<file path="config.mk">
export PLATFORM = sky130hd
export DESIGN_NAME = apb_master
export DESIGN_NICKNAME = d
export VERILOG_FILES = /design/src/rtl/apb_master.sv
export SDC_FILE = /design/constraint.sdc
export NUM_CORES = 1
export LEC_CHECK = 0
export CAP_MARGIN = 10
export CORE_ASPECT_RATIO = 2
export CORE_UTILIZATION = 53
export CTS_BUF_LIST = sky130_fd_sc_hd__clkbuf_8
export DETAILED_ROUTE_END_ITERATION = 8
export PLACE_DENSITY = 0.79
export SETUP_SLACK_MARGIN = 0.02
export SLEW_MARGIN = 20
export SYNTH_ARGS = -nofsm -noshare
export SYNTH_HDL_FRONTEND = slang
export SYNTH_SLANG_ARGS = --single-unit
</file>
<file path="constraint.sdc">
create_clock -name clk -period 8.5 [get_ports clk]
set_input_delay 1.7 -clock clk [delete_from_list [all_inputs] [get_ports clk]]
set_output_delay 1.7 -clock clk [all_outputs]
set_load 0.01 [all_outputs]
</file>
<file path="src/rtl/apb_master.sv">
// APB initiator: buffers processor commands in a small circular FIFO and runs
// them one at a time as APB transfers, returning one response pulse per command.
module apb_master #(
    parameter int FIFO_DEPTH = 4,
    parameter int RD_TIMEOUT = 8
) (
    input  logic                          clk,
    input  logic                          rst,
    input  logic                          cmd_valid,
    output logic                          cmd_ready,
    input  logic                          cmd_write,
    input  logic [31:0]                   cmd_addr,
    input  logic [31:0]                   cmd_wdata,
    output logic                          rsp_valid,
    output logic                          rsp_write,
    output logic [31:0]                   rsp_rdata,
    output logic                          rsp_err,
    output logic                          psel,
    output logic                          penable,
    output logic                          pwrite,
    output logic [31:0]                   paddr,
    output logic [31:0]                   pwdata,
    input  logic                          valid,
    input  logic [31:0]                   prdata,
    output logic                          busy,
    output logic [$clog2(FIFO_DEPTH):0]   fifo_count,
    output logic [1:0]                    dbg_state
);
    localparam int AW    = $clog2(FIFO_DEPTH);
    localparam int CNT_W = AW + 1;
    localparam int TW    = $clog2(RD_TIMEOUT + 1);
    localparam logic [TW-1:0]    TO_LAST  = TW'(RD_TIMEOUT - 1);
    localparam logic [CNT_W-1:0] FULL_CNT = CNT_W'(FIFO_DEPTH);

    typedef enum logic [1:0] {
        S_IDLE   = 2'd0,
        S_SETUP  = 2'd1,
        S_ACCESS = 2'd2,
        S_RWAIT  = 2'd3
    } state_e;

    state_e           state_q, state_d;
    logic [64:0]      mem_q [FIFO_DEPTH];
    logic [AW-1:0]    wr_ptr_q, wr_ptr_d, rd_ptr_q, rd_ptr_d;
    logic [CNT_W-1:0] count_q, count_d;
    logic [TW-1:0]    wait_q, wait_d;
    logic             psel_q, psel_d, penable_q, penable_d, pwrite_q, pwrite_d;
    logic [31:0]      paddr_q, paddr_d, pwdata_q, pwdata_d;
    logic             rsp_valid_q, rsp_valid_d, rsp_write_q, rsp_write_d;
    logic             rsp_err_q, rsp_err_d;
    logic [31:0]      rsp_rdata_q, rsp_rdata_d;
    logic             full, empty, push, pop;
    logic [64:0]      head;

    // Handshakes: a command moves on a rising edge where cmd_valid && cmd_ready;
    // cmd_ready depends only on registered occupancy. rsp_valid is a one-cycle
    // pulse with no ready, so the requester must take it when it appears.
    assign full  = (count_q == FULL_CNT);
    assign empty = (count_q == '0);
    assign push  = cmd_valid && !full;
    assign head  = mem_q[rd_ptr_q];

    always_comb begin
        state_d     = state_q;
        wait_d      = wait_q;
        psel_d      = psel_q;
        penable_d   = penable_q;
        pwrite_d    = pwrite_q;
        paddr_d     = paddr_q;
        pwdata_d    = pwdata_q;
        rsp_valid_d = 1'b0;
        rsp_write_d = rsp_write_q;
        rsp_err_d   = rsp_err_q;
        rsp_rdata_d = rsp_rdata_q;
        pop         = 1'b0;

        case (state_q)
            S_IDLE: begin
                if (!empty) begin
                    pop       = 1'b1;
                    psel_d    = 1'b1;
                    penable_d = 1'b0;
                    pwrite_d  = head[64];
                    paddr_d   = head[63:32];
                    pwdata_d  = head[31:0];
                    state_d   = S_SETUP;
                end
            end
            S_SETUP: begin
                penable_d = 1'b1;
                state_d   = S_ACCESS;
            end
            S_ACCESS: begin
                psel_d    = 1'b0;
                penable_d = 1'b0;
                if (pwrite_q) begin
                    rsp_valid_d = 1'b1;
                    rsp_write_d = 1'b1;
                    rsp_err_d   = 1'b0;
                    state_d     = S_IDLE;
                end else begin
                    wait_d  = '0;
                    state_d = S_RWAIT;
                end
            end
            S_RWAIT: begin
                // A late valid still wins over the timeout in the final wait cycle.
                if (valid) begin
                    rsp_valid_d = 1'b1;
                    rsp_write_d = 1'b0;
                    rsp_err_d   = 1'b0;
                    rsp_rdata_d = prdata;
                    state_d     = S_IDLE;
                end else if (wait_q == TO_LAST) begin
                    rsp_valid_d = 1'b1;
                    rsp_write_d = 1'b0;
                    rsp_err_d   = 1'b1;
                    rsp_rdata_d = 32'hFFFF_FFFF;
                    state_d     = S_IDLE;
                end else begin
                    wait_d = wait_q + TW'(1);
                end
            end
            default: state_d = S_IDLE;
        endcase

        wr_ptr_d = push ? wr_ptr_q + AW'(1) : wr_ptr_q;
        rd_ptr_d = pop  ? rd_ptr_q + AW'(1) : rd_ptr_q;
        count_d  = count_q;
        if (push && !pop) begin
            count_d = count_q + CNT_W'(1);
        end else if (!push && pop) begin
            count_d = count_q - CNT_W'(1);
        end
    end

    always_ff @(posedge clk or negedge rst) begin
        if (!rst) begin
            state_q     <= S_IDLE;
            wait_q      <= '0;
            wr_ptr_q    <= '0;
            rd_ptr_q    <= '0;
            count_q     <= '0;
            psel_q      <= 1'b0;
            penable_q   <= 1'b0;
            pwrite_q    <= 1'b0;
            paddr_q     <= '0;
            pwdata_q    <= '0;
            rsp_valid_q <= 1'b0;
            rsp_write_q <= 1'b0;
            rsp_err_q   <= 1'b0;
            rsp_rdata_q <= '0;
        end else begin
            state_q     <= state_d;
            wait_q      <= wait_d;
            wr_ptr_q    <= wr_ptr_d;
            rd_ptr_q    <= rd_ptr_d;
            count_q     <= count_d;
            psel_q      <= psel_d;
            penable_q   <= penable_d;
            pwrite_q    <= pwrite_d;
            paddr_q     <= paddr_d;
            pwdata_q    <= pwdata_d;
            rsp_valid_q <= rsp_valid_d;
            rsp_write_q <= rsp_write_d;
            rsp_err_q   <= rsp_err_d;
            rsp_rdata_q <= rsp_rdata_d;
        end
    end

    // Storage needs no reset: an entry is only read after it has been written.
    always_ff @(posedge clk) begin
        if (push) begin
            mem_q[wr_ptr_q] <= {cmd_write, cmd_addr, cmd_wdata};
        end
    end

    assign cmd_ready  = !full;
    assign psel       = psel_q;
    assign penable    = penable_q;
    assign pwrite     = pwrite_q;
    assign paddr      = paddr_q;
    assign pwdata     = pwdata_q;
    assign rsp_valid  = rsp_valid_q;
    assign rsp_write  = rsp_write_q;
    assign rsp_err    = rsp_err_q;
    assign rsp_rdata  = rsp_rdata_q;
    assign busy       = (state_q != S_IDLE) || !empty;
    assign fifo_count = count_q;
    assign dbg_state  = state_q;

endmodule

</file>
### Word level (Yosys, flattened, before mapping)

Memories as Yosys holds them, arrays and structs flattened. A register that Yosys moved wholly into a read port is not among the register bits.
Index checks and enable logic that the tools add are counted.

* logic and storage cells: 86
* bits in latches: 0
* memory bits (read-only): 0
* register bits after elaboration: 50
* RAM bits: 260
* output and inout bits: 109
* memories kept: 1

Memories
* mem_q: depth 4, width 65, rd ports 1, clocked after memory_dff 1, wr ports 1, RTL line 43 `logic [64:0] mem_q [FIFO_DEPTH];`

* $mul: 0
* shift-type cells: 0
* $add $sub $neg: 5
* reductions and logical operators: 24
* magnitude comparators: 0
* divide/modulo/power cells: 0
* eq/ne operators: 11
* bitwise gates (word level): 1
* multiplexer cells: 33

Operators with widths (count)
* $mux 32: 2
* $mux 1: 15
* $mux 4: 3
* $ne 2x2->1 const B: 5
* $reduce_and 2->1: 5
* $reduce_bool 2->1: 5
* $mux 2: 4
* $pmux 1 s2: 4
* $pmux 2 s4: 1
* $pmux 4 s2: 1
* $mux 3: 2
* $logic_not 1->1: 5
* $add 2x1->2 const B: 2
* $add 4x1->4 const B: 1
* $eq 2x2->1 const B: 2
* $eq 4x3->1 const B: 1
* $reduce_and 4->1: 1
* $add 3x1->3 const B: 1
* $eq 3x3->1 const B: 1
* $logic_and 1x1->1: 3
* $logic_not 3->1: 1
* $ne 3x3->1 const B: 1
* $pmux 1 s3: 1
* $reduce_and 3->1: 1
* 6 further kinds: 6

### Depth between registers and ports, before layout

* word-level depth: 7
* gate-level depth with buffers: 9
* mapped depth without buffers: 8

### Worst setup path before layout

No wires, ideal clock.

* path kind: input-to-reg
* start point: input port cmd_valid
* end point: memory mem_q[0][0], enable pin
* data arrival time: 3650 ps
* cell stages on the path: 2
* path slack: 4420 ps
* cells stage by stage: a21boi_1 -> and2_1

* word-level cells in the longest chain between the ends: 3

RTL lines
* from (decl): RTL line 9 `input logic cmd_valid,`
* $logic_and 1x1->1: RTL line 60 `assign push = cmd_valid && !full;`
* $mux 1: RTL line 173 `if (push) begin`
* $mux 1 (not written as such): RTL line 174 `mem_q[wr_ptr_q] <= {cmd_write, cmd_addr, cmd_wdata};`
* to (decl): RTL line 43

Every way passes these cells.

### Worst setup path after layout

* start point: register state_q[0], in the netlist dbg_state[0]
* end point: output port busy

* word-level cells in the longest chain between the ends: 2

RTL lines
* from (decl): RTL line 42 `state_e state_q, state_d;`
* from (signal assigned): RTL line 154 `state_q <= state_d;`
* $reduce_bool 2->1: RTL line 188 `assign busy = (state_q != S_IDLE) || !empty;`
* $logic_or 1x1->1: RTL line 188
* to (decl): RTL line 25 `output logic busy,`

Every way passes these cells.

==> run summary <==
Leaving out filler cells and counting taps, the final layout contains roughly 1300. The final worst-path cycle share came out at between 40% and 50%. The H-tree depth reported by CTS is 2. The least setup slack across all paths after layout is ~4.8 ns. The cell count after synthesis came out at around 640.

Counting distinct cell types in the post-synthesis netlist gives 33. The primary flip-flop cell chosen by synthesis mapping is sky130_fd_sc_hd__edfxtp_1. The placer congestion estimate is roughly 0.77. The final-layout setup total negative slack is 0 ns.

The worst reg2reg path depth is 8. The signal on the critical path passes through nor2_1, nand2_1, clkdlybuf4s50_1. The logic depth of the worst setup path including buffers is 3. The async set-or-reset flop fraction in the synthesized netlist came out at 30.7%. In the synthesized netlist, the cells that appear most often are sky130_fd_sc_hd__edfxtp_1, sky130_fd_sc_hd__dfrtp_1, sky130_fd_sc_hd__mux2_2, sky130_fd_sc_hd__mux4_2, sky130_fd_sc_hd__o22a_1.

The die area came out at between 20000 and 30000 sq um. In this run the tool buffered the top-level ports with around 210 buffer cells. The library cell contributing the largest single delay on the critical path is sky130_fd_sc_hd__dfrtp_1. The net switching share of the total power came out at about 29%. The CTS tree is built. Static timing analysis puts the maximum clock frequency at ~270 MHz. The total power of the final layout is 6270 uW.

Power spread over the standard cell area amounts to around 360 nW/um^2. The initial antenna violation count is 2. In this run the worst path has a maximum fanout of 16. Hold repair after CTS inserted 0 buffers. By area the synthesized netlist is led by sky130_fd_sc_hd__edfxtp_1, sky130_fd_sc_hd__dfrtp_1, sky130_fd_sc_hd__mux4_2, sky130_fd_sc_hd__mux2_2, sky130_fd_sc_hd__o22a_1. In the final design database the tool counted ~980 nets.

Measured against its own limit, the worst slew margin works out to 31.9%. The synthesized-area fraction occupied by xor and xnor cells came out at less than 1%. After synthesis, the largest family of logic cells by area is multiplexers. The portion of total power attributed to the clock network is 22.2%. The count of routing violations after the opening detailed-route iteration came out at roughly 330. The buffer levels on the longest clock path is 3.

The first global-routing pass estimated approximately 40000 microns of wire. The endpoint arrival time on the critical path came out at a little over 2 ns. The max-cap check violation count came out at 0. The number of rows created at floorplan is 83. Summing every instance area after synthesis gives approximately 14000 sq um.

The final worst clock skew is between 0.015 and 0.02 ns. Setup repair after global routing left no endpoint under its margin. The tightest min-delay check is of the reg2reg type. In this run, flip-flops and latches consume a little under half of the power. The total number of clock tree sinks is between 300 and 400. The transition time at the pin with the least slew margin is 1.02 ns. The root buffer selected by CTS is sky130_fd_sc_hd__clkbuf_8. The worst hold path depth came out at 1. The I/O pin count came out at 210. The final count of negative-setup-slack endpoints came out at 0. Clock-pin slew was measured on the worst setup and hold paths at roughly 0.06 ns. The count of yosys warnings during synthesis is 0. Of the total synthesized cell area, the portion taken by full adders, half adders and majority gates is less than 1%. The die is 116 microns wide. The synthesized design contains 260 enable-type register cells. The core region area is between 20000 and 30000 sq um. The multiplexer share of the synthesized area came out at between 10% and 20%. The simple-gate area share of the yosys netlist is under 10%. The synthesized design spends more area on one cell type than any other, namely sky130_fd_sc_hd__edfxtp_1. STA puts the critical path data required time at around 7 ns.

The total count of max-transition violations in the final report is 0. Across the VDD grid, the largest voltage drop is 0.000264 V. Once the floorplan was initialized, standard cells occupied a little over half of the core. The number of vias in the routed layout came out at a little under 7000.

The number of detailed-routing iterations run before antenna repair is 4. The type of the worst setup path is reg2out. The fraction of synthesized cell area taken by the top area cell type came out at between 50% and 60%. The critical path buffer and inverter count is 1.

The smallest clock period supported by the final layout is computed as about 3.7 ns. The flow ran to the end, and the final reports show no timing, DRC or antenna violations. The leakage power came out at between 0.006 and 0.007 uW.

The clock network latency to the later pin of the worst-skew pair came out at approximately 0.58 ns. The number of instances in the placed design is between 1000 and 1500. The number of vias per cell came out at approximately 5.5. The most common cell in the synthesized netlist is sky130_fd_sc_hd__edfxtp_1.

In this run, post-CTS repair resized a total of 0 instances. The share of power burned in combinational logic came out at between 30% and 40%. After clock tree synthesis, the setup repair step added 0 buffers. The overflow left after global routing came out at 0. Entering global routing, the biggest net connects 70 pins.

The number of hold-slack violations in the final timing report was 0. The overall routing resource usage came out at just over 20%. In the routed design, unresolved DRC markers number 0.

The worst setup path is captured at a primary output. The post-detailed-route count of antenna-violating nets is 0. The worst setup path is launched from a register. The via count of the first global-routing pass is 7326. The die height is around 230 microns. Broken down by cell family, the worst path's largest delay share belongs to flip-flops. Clock tree synthesis inserted a total of 49 buffers. The largest single stage delay on the critical path is approximately 0.53 ns. The post-synthesis average cell area came out at about 22 sq um. Once detailed placement completed, the half-perimeter wirelength came to around 16000 microns. The synthesized-area fraction occupied by ao, oa, aoi and oai cells is approximately 3%. Dividing the detail-routed wire length by the instance count gives approximately 21 microns. The post-detailed-routing wire length is 25900 microns. The internal power summed over all cells is 4480 uW. The switching component of the power is 1790 uW.

The worst slack at placement came out at 4.42 ns. The number of synthesized register bits came out at 375. The number of nets produced by synthesis came out at ~750.

The area growth from synthesis to layout is 24.7%. The layout cell share with drive strength beyond 1 came out at between 20% and 30%. The part of the Yosys area used for sequential elements is between 70 and 80%.
==> power by group through the flow <==
stage	Combinational [uW]	Sequential [uW]	Clock (uW)
after CTS	2070	2860	1430
after floorplan	1190	2870	0
after detailed placement	2070	2900	0
final	2030	2850	1390
after global routing	2190	2920	1500
after global placement	2030	2870	0
==> worst reg2reg max path, cell delays in order, from the launching register on <==
cell and delay, ns:
sky130_fd_sc_hd__dfrtp_1 0.46, sky130_fd_sc_hd__or3_1 0.46, sky130_fd_sc_hd__nand2_4 0.77, sky130_fd_sc_hd__ha_1 0.34, sky130_fd_sc_hd__inv_1 0.06, sky130_fd_sc_hd__fa_1 0.37
sky130_fd_sc_hd__xor2_1 0.17, sky130_fd_sc_hd__nor2_1 0.12, sky130_fd_sc_hd__xor2_1 0.15
==> final timing paths <==
| path | from | to | slack [ns] |
|---|---|---|---|
| setup / recovery | dbg_state[0]$_DFFE_PN0P_ | busy | 4.76 |
| hold / removal | paddr[0]$_DFFE_PN0P_ | paddr[0]$_DFFE_PN0P_ | 0.50 |
| setup reg to reg | fifo_count[0]$_DFFE_PN0P_ | fifo_count[2]$_DFFE_PN0P_ | 5.54 |
| hold reg to reg | paddr[0]$_DFFE_PN0P_ | paddr[0]$_DFFE_PN0P_ | 0.50 |
| max in group asynchronous | rst | pwdata[2]$_DFFE_PN0P_ | 6.01 |
| min in group asynchronous | rst | paddr[5]$_DFFE_PN0P_ | 1.24 |
==> metal layers <==
| layer | global-route usage [%] | vias up | part of all wire, % |
|---|---|---|---|
| li1 | - | 3060 | - |
| met1 | 23.3 | 3522 | 36 |
| met2 | 36.1 | 230 | 54 |
| met3 | 4.44 | 59 | 6.2 |
| met4 | 9.17 | 2 | 3.7 |
| met5 | 0 | - | 0.050 |
==> final cells by class <==
| type | instances | area [sq um] |
|---|---|---|
| Inverter | 6 | 22.5 |
| Timing Repair Buffer | 211 | 2100 |
| Fill cell | 1696 | 8380 |
| Clock inverter | 39 | 319 |
| Tap cell | 340 | 425 |
| Multi-Input combinational cell | 231 | 2980 |
| Antenna cell | 1 | 2.50 |
| Clock buffer | 53 | 729 |
| Sequential cell | 375 | 10700 |
==> layout by cell type (no fill, tap or decap), drive strengths merged, types with 8 or more instances in the layout <==
cell type / Yosys / routed
nand2: 8 / 8
mux2: 68 / 68
dfrtp: 115 / 115
clkbuf: 7 / 53
inv: 6 / 18
clkinv: 0 / 19
o22a: 32 / 32
mux4: 65 / 65
edfxtp: 260 / 260
o21ai: 10 / 10
clkdlybuf4s50: 0 / 208
==> state kept, by name, summed over array words and instances (netlist names), 2 cells and up <==
signal	count
paddr	32
wr_ptr_q	2
wait_q	4
rsp_rdata	32
rd_ptr_q	2
pwdata	32
mem_q	260
dbg_state	2
fifo_count	3
==> kinds of logic after synthesis <==
kind of cell | after synthesis
adders and majority gates | 7
muxes | 133
and+or+nand+nor | 33
DFF | 375
AOI/OAI and AO/OA | 52
xor gates and xnor gates | 6
buffers and inverters | 37
==> per-stage QoR <==
stage / hold slack [ns] / area [sq um] / util (%)
final: 0.503 / 17300 / 67.3
after global routing: 0.524 / 17300 / 67.3
after CTS: 0.508 / 17300 / 67.3
after detailed placement: 0.493 / 16200 / 63.2
after global placement: 0.488 / 16200 / 63.2
after floorplan: 0.512 / 13900 / -
No activity file was read; power rests on OpenSTA's default activity.
